===== src/rtl/transmit_fifo.sv =====
// Transmit-side frame buffer for the APB UART: 32-entry FIFO or single-entry
// bypass holding register, presenting the head frame to the TX FSM.
module transmit_fifo #(
  parameter int DATA_W = 12,
  parameter int DEPTH  = 32,
  parameter int AW     = 5
) (
  input  logic              clk_i,
  input  logic              rst_i,
  input  logic              wr_en_i,
  input  logic [DATA_W-1:0] wr_data_i,
  input  logic              fifo_en_i,
  input  logic              tx_en_i,
  input  logic              tx_req_i,
  input  logic              clr_i,
  output logic [DATA_W-1:0] tx_data_o,
  output logic              tx_valid_o,
  output logic              full_o,
  output logic              empty_o,
  output logic [AW:0]       count_o,
  output logic              ovf_o,
  output logic [AW-1:0]     tx_ptr_addr_wr_o,
  output logic [AW-1:0]     tx_ptr_addr_rd_o
);

  localparam logic [AW:0] DEPTH_C = (AW+1)'(DEPTH);
  localparam logic [AW:0] ONE_C   = (AW+1)'(1);

  logic [DATA_W-1:0] r_mem [DEPTH];
  logic [DATA_W-1:0] r_hold;
  logic [AW-1:0]     r_wr_ptr;
  logic [AW-1:0]     r_rd_ptr;
  logic [AW:0]       r_count;
  logic              r_ovf;
  logic              r_fifo_en_q;

  logic [AW:0]       w_cap;
  logic              w_full;
  logic              w_empty;
  logic              w_mode_chg;
  logic              w_flush;
  logic              w_push;
  logic              w_pop;
  logic              w_drop;
  logic [DATA_W-1:0] w_head;

  // Mode follows the registered copy, so status never depends on live inputs.
  always_comb begin
    w_cap      = r_fifo_en_q ? DEPTH_C : ONE_C;
    w_full     = (r_count == w_cap);
    w_empty    = (r_count == '0);
    w_mode_chg = (fifo_en_i != r_fifo_en_q);
    w_flush    = clr_i | w_mode_chg;
    w_push     = wr_en_i & ~w_full & ~w_flush & ~rst_i;
    w_pop      = tx_req_i & tx_en_i & ~w_empty & ~w_flush & ~rst_i;
    w_drop     = wr_en_i & w_full & ~w_flush;
  end

  always_ff @(posedge clk_i) begin
    if (rst_i) begin
      r_wr_ptr    <= '0;
      r_rd_ptr    <= '0;
      r_count     <= '0;
      r_ovf       <= 1'b0;
      r_fifo_en_q <= fifo_en_i;
    end else begin
      r_fifo_en_q <= fifo_en_i;
      if (w_flush) begin
        r_wr_ptr <= '0;
        r_rd_ptr <= '0;
        r_count  <= '0;
        if (clr_i) r_ovf <= 1'b0;
      end else begin
        if (w_drop) r_ovf <= 1'b1;
        if (w_push && r_fifo_en_q) r_wr_ptr <= r_wr_ptr + AW'(1);
        if (w_pop && r_fifo_en_q)  r_rd_ptr <= r_rd_ptr + AW'(1);
        if (w_push && !w_pop)      r_count  <= r_count + ONE_C;
        else if (!w_push && w_pop) r_count  <= r_count - ONE_C;
      end
    end
  end

  // Storage is never reset; validity is tracked solely by r_count.
  always_ff @(posedge clk_i) begin
    if (w_push && r_fifo_en_q)  r_mem[r_wr_ptr] <= wr_data_i;
    if (w_push && !r_fifo_en_q) r_hold          <= wr_data_i;
  end

  always_comb begin
    w_head           = r_fifo_en_q ? r_mem[r_rd_ptr] : r_hold;
    tx_data_o        = w_empty ? '0 : w_head;
    tx_valid_o       = ~w_empty;
    full_o           = w_full;
    empty_o          = w_empty;
    count_o          = r_count;
    ovf_o            = r_ovf;
    tx_ptr_addr_wr_o = r_wr_ptr;
    tx_ptr_addr_rd_o = r_rd_ptr;
  end

endmodule

===== config.mk =====
export PLATFORM = sky130hd
export DESIGN_NAME = transmit_fifo
export DESIGN_NICKNAME = d
export VERILOG_FILES = /design/src/rtl/transmit_fifo.sv
export SDC_FILE = /design/constraint.sdc
export NUM_CORES = 1
export LEC_CHECK = 0
export CAP_MARGIN = 5
export CORE_UTILIZATION = 40
export DETAILED_ROUTE_END_ITERATION = 8
export HOLD_SLACK_MARGIN = 0.15
export SYNTH_ARGS = -nofsm -noshare
export SYNTH_HDL_FRONTEND = slang
export SYNTH_SLANG_ARGS = --single-unit

===== constraint.sdc =====
create_clock -name clk_i -period 6.65 [get_ports clk_i]
set_input_delay 0.665 -clock clk_i [delete_from_list [all_inputs] [get_ports clk_i]]
set_output_delay 0.665 -clock clk_i [all_outputs]
set_load 0.1 [all_outputs]

==> results by group, run 1 <==
Setup path
  • Worst EP arrival: 4.60 ns
  • Internal reg-to-reg setup slack: 3.19 ns
  • R2R cell count: 11
  • Reg-to-Reg End: count_o[4]
  • Crit path launch type: register
  • Origin of the critical flop-to-flop path: count_o[2]
  • Critical Path End Type: primary output
  • CP max FO: 39
  • Critical path type: reg2out
  • CP required: 5.98 ns

Hold path
  • Worst Hold End: count_o[4]
  • Hold depth: 2
  • Worst min path class: reg2reg
  • Hold Crit Start: count_o[4]

Clock network
  • Number of buffers created by CTS: 43
  • Number of setup buffers added after CTS: 0
  • CTS tree: built
  • Sink Count: 419
  • Hold-fix buffers at CTS: 0
  • Worst-skew pair later-pin latency: about 0.54 ns
  • CTS root buf: clkbuf_16
  • H-tree depth: 2
  • CTS clk-pin slew, worst paths: 0.06 ns
  • Clk buf depth: 3
  • # resized after CTS: 0

Final layout
  • Commonest non-fill, non-tap cell in the layout: edfxtp_1
  • Commonest non-fill, non-tap cells in the layout: edfxtp_1, nor2_1, mux4_2, mux2i_1, buf_4
  • Filler cells: ~3500
  • Non-filler cells, final: 1546
  • Multi-input logic area: 3930 um2
  • N_diodes: 0
  • P&R area growth vs syn: 16.0%
  • Fin nets: a little over 1000
  • Share of post-route cells with drive strength above 1: 19.0%
  • Register area: 12400 um2

Routing
  • # DRC: 0
  • Vias per inst: 5.56
  • Post-route antenna net violation count: 0
  • Vias: 8595
  • Final wirelength: 38.0 mm
  • WL/cell: 24.6 um
  • DR iter-0 viols: about 680
  • DRT Pass-1 Iters: 7

STA
  • Relative slew slack: 28.0%
  • Final Cycle Share: 79.2%
  • Setup TNS: 0 ns
  • Slew @ Worst Pin: 1.08 ns
  • Setup violators final: 0
  • Minimum clock period: roughly 5.3 ns
  • RSZ-0062 raised after global routing: false
  • Final Max Slew Viols: 0
  • Max Clock Skew: 0.0207 ns
  • FMAX: 0.190 GHz
  • Fin. Hold Viols: 0

Global routing
  • Vias in the first global route: a little under 9000
  • Global route total overflow: 0
  • Largest net degree at the start of global routing: 40
  • First-pass GRT wire length: 55.9 mm
  • Initial antenna violation count: 1
  • Total Routing Usage GR: 18.4%

Placement
  • Gpl congestion: 0.875
  • Buffers on Ports: 50
  • Placed Instances: 1473
  • Detailed placement HPWL: approximately 24 mm

Synth
  • Syn nets: 916
  • Yosys top cell area share: 71.6%
  • Top post-synthesis cells by area: edfxtp_1, mux4_2, mux2i_1, dfxtp_1, nor2_1
  • Largest area contributor in the netlist: edfxtp_1
  • Synthesized area: 16600 um2
  • Yosys cell types: 50
  • Synth Flop Type: edfxtp_1
  • Synthesized area per cell: 18.8 um2
  • Post-synth EDFFs: between 300 and 400
  • Syn Inst Count: 885
  • Ys Warns: 0
  • Sequential fraction of the synthesis area: 74.3%
  • Synth Register Bits: ~420
  • Post-synth ARST share: 0%

Flow run
  • Max Cap Violations: 0

Power and ir drop
  • Pint: 4.33 mW
  • Comb pwr share: approximately 2.2%
  • Clock power frac: 44.1%
  • Sequential group share of total power: 53.7%
  • Peak VDD IR: 0.000167 V
  • P per Cell Area: 279 nW/um2
  • Leak pwr: roughly 6 nW
  • Sw power: 1.04 mW
  • Sw frac: 19.4%

Floorplanning
  • Die Y: around 210 um
  • # rows: 74
  • Initial cell density of the core: 40.6%
  • # IOs: 51
  • Die ar.: roughly 42000 um2
  • Die X: 206 um
  • Area of the core: 40900 um2

Status
  • Status: finished, final reports clean
## registers in the layout, indices dropped and copies added (netlist names), named ones only
| name | flops |
|---|---|
| r_fifo_en_q | 1 |
| count_o | 6 |
| tx_ptr_addr_rd_o | 5 |
| r_mem | 384 |
| tx_ptr_addr_wr_o | 5 |
| ovf_o | 1 |
| r_hold | 12 |
## per-layer routing
metal	vias to the layer above	part of all wire, %	global-route usage, %
li1	3764	-	-
met4	0	2.9	6.20
met1	4456	43	25.2
met3	70	7.2	4.32
met5	-	0	0
met2	305	47	28.9
## layout make-up
type	instances	share of cell area [%]
clock buffer	52	5.98
clock inverter	20	1.18
inverter	9	0.175
multi-input combinational	411	20.4
sequential	419	64.1
tap	532	3.45
timing repair buffer	103	4.76
## power by group through the flow
stage                     logic, mW  clock network [mW]  registers (mW)
final                         0.117                2.37            2.89
after global routing          0.126                2.51            2.89
after CTS                     0.117                2.42            2.89
after detailed placement      0.117                   0            2.94
after global placement        0.114                   0            2.94
after floorplan              0.0428                   0            2.95
## critical path, cell delays in order, from the launching register on
cell and delay, ns:
dfxtp_4 0.74, buf_4 0.60, mux4_2 0.30, nand2b_1 0.10, a21oi_1 0.06, a2111oi_0 0.71
a22o_1 0.35, clkdlybuf4s50_1 1.18
## cells in the mapped netlist (all sizes together) (4+ instances only)
library cell and count:
dfxtp 23, buf 24, a22o 5, mux4 72
a2111oi 5, nand2 37, nor3 8, and2 4
o21bai 4, mux2i 62, xnor2 4, nor2b 5
edfxtp 396, inv 9, nand2b 6, a32o 7
o22ai 12, o21ai 12, a22oi 24, ha 11
nand3 9, or3 5, nor2 70, a21oi 14
clkbuf 22, a211oi 7
## through the flow
| step | util (%) | power [mW] | setup slack [ns] | hold slack [ns] | instance area (um2) |
|---|---|---|---|---|---|
| floorplan | - | 2.99 | 1.52 | 0.693 | 16600 |
| global placement | 43.7 | 3.06 | 2.00 | 0.495 | 17900 |
| detailed placement | 43.7 | 3.06 | 2.05 | 0.500 | 17900 |
| CTS | 47.1 | 5.42 | 1.47 | 0.516 | 19300 |
| global route | 47.1 | 5.52 | 1.25 | 0.546 | 19300 |
| finish | 47.1 | 5.38 | 1.39 | 0.516 | 19300 |
## logic make-up after synthesis
family,count (synthesis),synth area share (%)
DFF,419,74.3
and+or+nand+nor,160,4.52
muxes,134,13.6
AOI/OAI and AO/OA,98,4.13
buffers and inverters,55,2.09
adders and majority gates,12,0.949
xor gates and xnor gates,7,0.369
## worst max path at each step
stage | endpoint | startpoint | cells after the start | slack [ns]
2_1_floorplan | count_o[4] | count_o[0] | 12 | 1.52
3_3_place_gp | tx_data_o[10] | register | 7 | 2.00
3_5_place_dp | tx_data_o[10] | register | 7 | 2.05
4_1_cts | tx_data_o[10] | register | 7 | 1.47
5_1_grt | tx_data_o[10] | register | 7 | 1.25
6_report | tx_data_o[10] | register | 7 | 1.39
(Power assumes the default switching activity.)
==> run 2: changes to the inputs <==
clock period = 4.5 ns   (was 6.65 ns; I/O delays follow)
==> results by group, run 2 (synthesized netlist as in run 1, its figures left out) <==
Routing
  • # DRC: 0 (unchanged)
  • Max Used Layer: met4 (unchanged)
  • Vias: 8476 (was 8595)
  • Metal2 WL: 18.0 mm (about the same)
  • DRT Pass-1 Iters: 6 (was 7)
  • DRT met1 WL: 16.6 mm (was 16.2 mm)
  • Post-route antenna net violation count: 0 (unchanged)
  • Final wirelength: 37.8 mm (was 38.0 mm)
  • Vias per inst: 5.45 (was 5.56)
  • Wire length on met3: 2.35 mm (was 2.73 mm)
  • DR iter-0 viols: 840 (was 683)
  • WL/cell: 24.3 um (was 24.6 um)

Hold path
  • Worst min path class: in2reg (was reg2reg)
  • Hold depth: 1 (was 2)
  • Hold Crit Start: fifo_en_i (was count_o[4])
  • Worst Hold End: r_fifo_en_q (was count_o[4])

Clock network
  • CTS root buf: clkbuf_16 (unchanged)
  • Hold-fix buffers at CTS: 0 (unchanged)
  • Number of buffers created by CTS: 43 (unchanged)
  • CTS tree: built (unchanged)
  • Sink Count: 419 (unchanged)
  • Number of setup buffers added after CTS: 0 (unchanged)
  • H-tree depth: 2 (unchanged)
  • Clk buf depth: 3 (unchanged)
  • # resized after CTS: 0 (unchanged)
  • Worst-skew pair later-pin latency: 0.54 ns (about the same)
  • CTS clk-pin slew, worst paths: 0.06 ns (about the same)

Status
  • Status: finished, final reports clean (unchanged)

Floorplanning
  • # IOs: 51 (unchanged)
  • # rows: 74 (unchanged)
  • Area of the core: 40900 um2 (unchanged)
  • Die X: 206 um (unchanged)
  • Die ar.: 42400 um2 (unchanged)
  • Initial cell density of the core: 40.6% (unchanged)
  • Die Y: 206 um (unchanged)

Final layout
  • P&R area growth vs syn: 15.8% (was 16.0%)
  • Max reg flops: 384 (unchanged)
  • Most flops, register: r_mem (unchanged)
  • Post-route cell area: 19200 um2 (was 19300 um2)
  • Commonest non-fill, non-tap cell in the layout: edfxtp_1 (unchanged)
  • Commonest non-fill, non-tap cells in the layout: edfxtp_1, nor2_1, mux4_2, buf_4, mux2i_1 (was edfxtp_1, nor2_1, mux4_2, mux2i_1, buf_4)
  • Fin nets: 1020 (was 1018)
  • Share of post-route cells with drive strength above 1: 20.8% (was 19.0%)

STA
  • Final Max Slew Viols: 0 (unchanged)
  • Setup violators final: 0 (unchanged)
  • Setup TNS: 0 ns (unchanged)
  • Slew @ Worst Pin: 1.01 ns (was 1.08 ns)
  • Fin. Hold Viols: 0 (unchanged)
  • Minimum clock period: 3.69 ns
  • RSZ-0062 raised after global routing: false (unchanged)
  • Final hold slack: 0.419 ns (was 0.516 ns)
  • Relative slew slack: 32.5% (was 28.0%)
  • Final Cycle Share: 81.9%
  • Max Clock Skew: 0.0162 ns (was 0.0207 ns)
  • FMAX: 0.271 GHz

Setup path
  • CP required: 4.05 ns (was 5.98 ns)
  • Reg-to-Reg End: count_o[4] (unchanged)
  • CP max FO: 19 (was 39)
  • Origin of the critical flop-to-flop path: count_o[1] (was count_o[2])
  • R2R cell count: 11 (unchanged)
  • Worst EP arrival: 3.24 ns (was 4.60 ns)
  • Crit path launch type: register (unchanged)
  • Critical Path End Type: primary output (unchanged)
  • Critical path type: reg2out (unchanged)
  • Internal reg-to-reg setup slack: 1.08 ns (was 3.19 ns)

Placement
  • Detailed placement HPWL: 22.9 mm (was 23.5 mm)
  • Area post-placement: 17900 um2 (about the same)
  • Gpl congestion: 0.853 (was 0.875)
  • Buffers on Ports: 50 (unchanged)

Global routing
  • Global route total overflow: 0 (unchanged)
  • First-pass GRT wire length: 55.6 mm (was 55.9 mm)
  • Vias in the first global route: 8486 (was 8769)
  • Total Routing Usage GR: 18.2% (was 18.4%)
  • Initial antenna violation count: 1 (unchanged)
  • Largest net degree at the start of global routing: 58 (was 40)

Power and ir drop
  • Leak pwr: 5.89 nW (was 5.86 nW)
  • P per Cell Area: 407 nW/um2 (was 279 nW/um2)
  • Peak VDD IR: 0.000229 V (was 0.000167 V)

Flow run
  • Max Cap Violations: 0 (unchanged)
run 2: changes by cell type in the layout (fill, tap and decap cells not counted), sizes merged:
cell	before	now
buf	53	67
bufinv	5	2
clkdlybuf4s50	50	38
clkinv	13	22
diode	0	1
inv	9	10
run 2: stage by stage:
| step | setup WS, ns | power [mW] | utilization, % | cells |
|---|---|---|---|---|
| after floorplan | 0.00339 | 4.42 | - | 885 |
| after global placement | 0.970 | 4.52 | 43.7 | 1475 |
| after detailed placement | 0.923 | 4.52 | 43.7 | 1475 |
| after CTS | 0.792 | 7.89 | 47.0 | 1554 |
| after global routing | 0.700 | 8.04 | 47.0 | 1555 |
| final | 0.814 | 7.83 | 47.0 | 1556 |
run 2: power by group:
part,leakage [nW],switching [mW],internal (mW)
Sequential,3.75,0.00347,4.26
Clock,0.664,1.46,1.93
Combinational,1.48,0.129,0.0403
run 2: critical path, cell delays in order (launching register included):
cell and delay (ns):
dfxtp_4 0.61, buf_4 0.29, mux4_1 0.63, o22ai_1 0.33
o21ai_0 0.27, a32o_1 0.33, buf_4 0.24
run 2: layer usage:
metal  vias up  global-route usage (%)
li1       3784                       -
met1      4373                    25.5
met2       255                    29.2
met3        64                    3.37
met4         0                    5.15
met5         -                       0
run 2: worst max-delay path by stage:
stage / start / to / slack [ns] / cells after the start
global route: register / tx_data_o[5] / 0.70 / 7
detailed placement: fifo_en_i / count_o[4] / 0.92 / 13
floorplan: count_o[0] / count_o[4] / 0.003 / 12
global placement: fifo_en_i / count_o[4] / 0.97 / 13
CTS: register / tx_data_o[1] / 0.79 / 6
finish: register / tx_data_o[3] / 0.81 / 6
run 2: final cells by class:
class | count | area, um2
Timing Repair Buffer | 105 | 912
Clock buffer | 52 | 1140
Multi-Input combinational cell | 411 | 3930
Antenna cell | 1 | 2.50
Fill cell | 3426 | 21700
Clock inverter | 27 | 200
Tap cell | 532 | 666
Inverter | 9 | 33.8
Sequential cell | 419 | 12400
==> run 3: changes to the inputs <==
clock period = 3.85 ns   (was 4.5 ns; I/O delays follow)
==> results by group, run 3 (synthesized netlist as in run 1, its figures left out) <==
Final layout
  • P&R area growth vs syn: 17.2% (was 15.8%)
  • Most flops, register: r_mem (unchanged)
  • Max reg flops: 384 (unchanged)
  • Filler cells: 3460 (was 3426)
  • Fin nets: 1023 (was 1020)
  • Commonest non-fill, non-tap cells in the layout: edfxtp_1, nor2_1, mux4_2, mux2i_1, buf_4 (was edfxtp_1, nor2_1, mux4_2, buf_4, mux2i_1)
  • Share of post-route cells with drive strength above 1: 21.2% (was 20.8%)
  • Commonest non-fill, non-tap cell in the layout: edfxtp_1 (unchanged)

Placement
  • Gpl congestion: 0.792 (was 0.853)
  • Buffers on Ports: 50 (unchanged)
  • Detailed placement HPWL: 23.2 mm (was 22.9 mm)

Routing
  • DR iter-0 viols: 745 (was 840)
  • DRT Pass-1 Iters: 5 (was 6)
  • # DRC: 0 (unchanged)
  • Vias per inst: 5.53 (was 5.45)
  • Final wirelength: 38.3 mm (was 37.8 mm)
  • Vias: 8628 (was 8476)
  • Post-route antenna net violation count: 0 (unchanged)
  • WL/cell: 24.6 um (was 24.3 um)

Floorplanning
  • Die X: 206 um (unchanged)
  • Die ar.: 42400 um2 (unchanged)
  • Area of the core: 40900 um2 (unchanged)
  • Die Y: 206 um (unchanged)
  • Initial cell density of the core: 40.6% (unchanged)
  • # IOs: 51 (unchanged)
  • # rows: 74 (unchanged)

Clock network
  • CTS tree: built (unchanged)
  • Number of buffers created by CTS: 44 (was 43)
  • Worst-skew pair later-pin latency: 0.54 ns (about the same)
  • Sink Count: 419 (unchanged)
  • CTS root buf: clkbuf_16 (unchanged)
  • Clk buf depth: 3 (unchanged)
  • # resized after CTS: 0 (unchanged)
  • CTS clk-pin slew, worst paths: 0.06 ns (about the same)
  • Number of setup buffers added after CTS: 0 (unchanged)
  • H-tree depth: 2 (unchanged)
  • Hold-fix buffers at CTS: 0 (unchanged)

Global routing
  • M2 GR Usage: 29.4% (was 29.2%)
  • Initial antenna violation count: 1 (unchanged)
  • Largest net degree at the start of global routing: 51 (was 58)
  • Vias in the first global route: 8704 (was 8486)
  • Gr busiest metal: met2 (unchanged)
  • Total Routing Usage GR: 18.5% (was 18.2%)
  • Global route total overflow: 0 (unchanged)
  • Grt met1 use: 25.5% (about the same)
  • First-pass GRT wire length: 56.6 mm (was 55.6 mm)
  • Met3 GRT Util: 4.05% (was 3.37%)

Power and ir drop
  • Peak VDD IR: 0.000346 V (was 0.000229 V)
  • Sequential group share of total power: 53.7% (was 54.5%)
  • Leak pwr: 5.96 nW (was 5.89 nW)
  • Pint: 7.43 mW (was 6.23 mW)
  • Sw frac: 20.0% (was 20.4%)
  • Comb pwr share: 2.3% (was 2.2%)
  • Clock power frac: 44.0% (was 43.3%)
  • P per Cell Area: 477 nW/um2 (was 407 nW/um2)
  • Sw power: 1.86 mW (was 1.60 mW)

STA
  • Setup violators final: 0 (unchanged)
  • RSZ-0062 raised after global routing: false (unchanged)
  • Final Max Slew Viols: 0 (unchanged)
  • FMAX: 0.284 GHz
  • Slew @ Worst Pin: 0.999 ns (was 1.01 ns)
  • Max Clock Skew: 0.0149 ns (was 0.0162 ns)
  • Final hold slack: 0.347 ns (was 0.419 ns)
  • Minimum clock period: 3.52 ns
  • Final Cycle Share: around 90%
  • Relative slew slack: 33.2% (was 32.5%)
  • Fin. Hold Viols: 0 (unchanged)
  • Setup TNS: 0 ns (unchanged)

Setup path
  • Critical path type: reg2out (unchanged)
  • CP max FO: 27 (was 19)
  • Crit path launch type: register (unchanged)
  • CP required: 3.46 ns (was 4.05 ns)
  • Critical Path End Type: primary output (unchanged)
  • Worst EP arrival: 3.14 ns (was 3.24 ns)

Flow run
  • Max Cap Violations: 0 (unchanged)

Status
  • Status: finished, final reports clean (unchanged)

Hold path
  • Worst min path class: in2reg (unchanged)
[run 3: area by class of cell]
cell class                      instances  area, um2  area share [%]
Clock inverter                         21        191           0.982
Antenna cell                            1       2.50          0.0128
Clock buffer                           59       1200            6.15
Multi-Input combinational cell        411       3940            20.2
Inverter                                9       33.8           0.173
Timing Repair Buffer                  107       1090            5.61
Tap cell                              532        666            3.42
Sequential cell                       419      12400            63.4
[run 3: per-layer routing]
layer,routed length (um),vias to the layer above
met2,18100,326
met1,16400,4438
met4,940,2
li1,-,3794
met3,2800,68
met5,9,-
[run 3: power groups by stage]
| stage | Sequential (mW) | Clock (mW) | Combinational (mW) |
|---|---|---|---|
| finish | 4.99 | 4.09 | 0.214 |
| global route | 4.98 | 4.35 | 0.226 |
| CTS | 4.98 | 4.17 | 0.216 |
| floorplan | 5.09 | 0 | 0.0743 |
| global placement | 5.08 | 0 | 0.210 |
| detailed placement | 5.08 | 0 | 0.215 |
[run 3: final timing paths]
| path | start | end | slack [ns] | depth (start not counted) |
|---|---|---|---|---|
| worst max-delay path | register | tx_data_o[11] | 0.33 | 6 |
| worst min-delay path | fifo_en_i | r_fifo_en_q | 0.35 | 1 |
| worst max register to register | count_o[2] | count_o[4] | 0.42 | 11 |
| worst min register to register | tx_ptr_addr_rd_o[4] | register | 0.51 | 2 |
[run 3: critical path, stage by stage, from the launching register on]
cell and delay, ns:
dfxtp_4 0.61, nor2_1 0.35, a22oi_1 0.35, nand2_1 0.09
a211oi_1 0.49, a32o_1 0.44, buf_12 0.22
[run 3: metrics by stage]
stage	cell area, um2	power [mW]	cells	util (%)	setup WS, ns
after floorplan	16600	5.16	885	-	0.0566
after global placement	18100	5.29	1478	44.2	0.377
after detailed placement	18100	5.30	1478	44.2	0.285
after CTS	19500	9.37	1558	47.6	0.307
after global routing	19500	9.55	1558	47.6	0.121
final	19500	9.29	1559	47.6	0.327
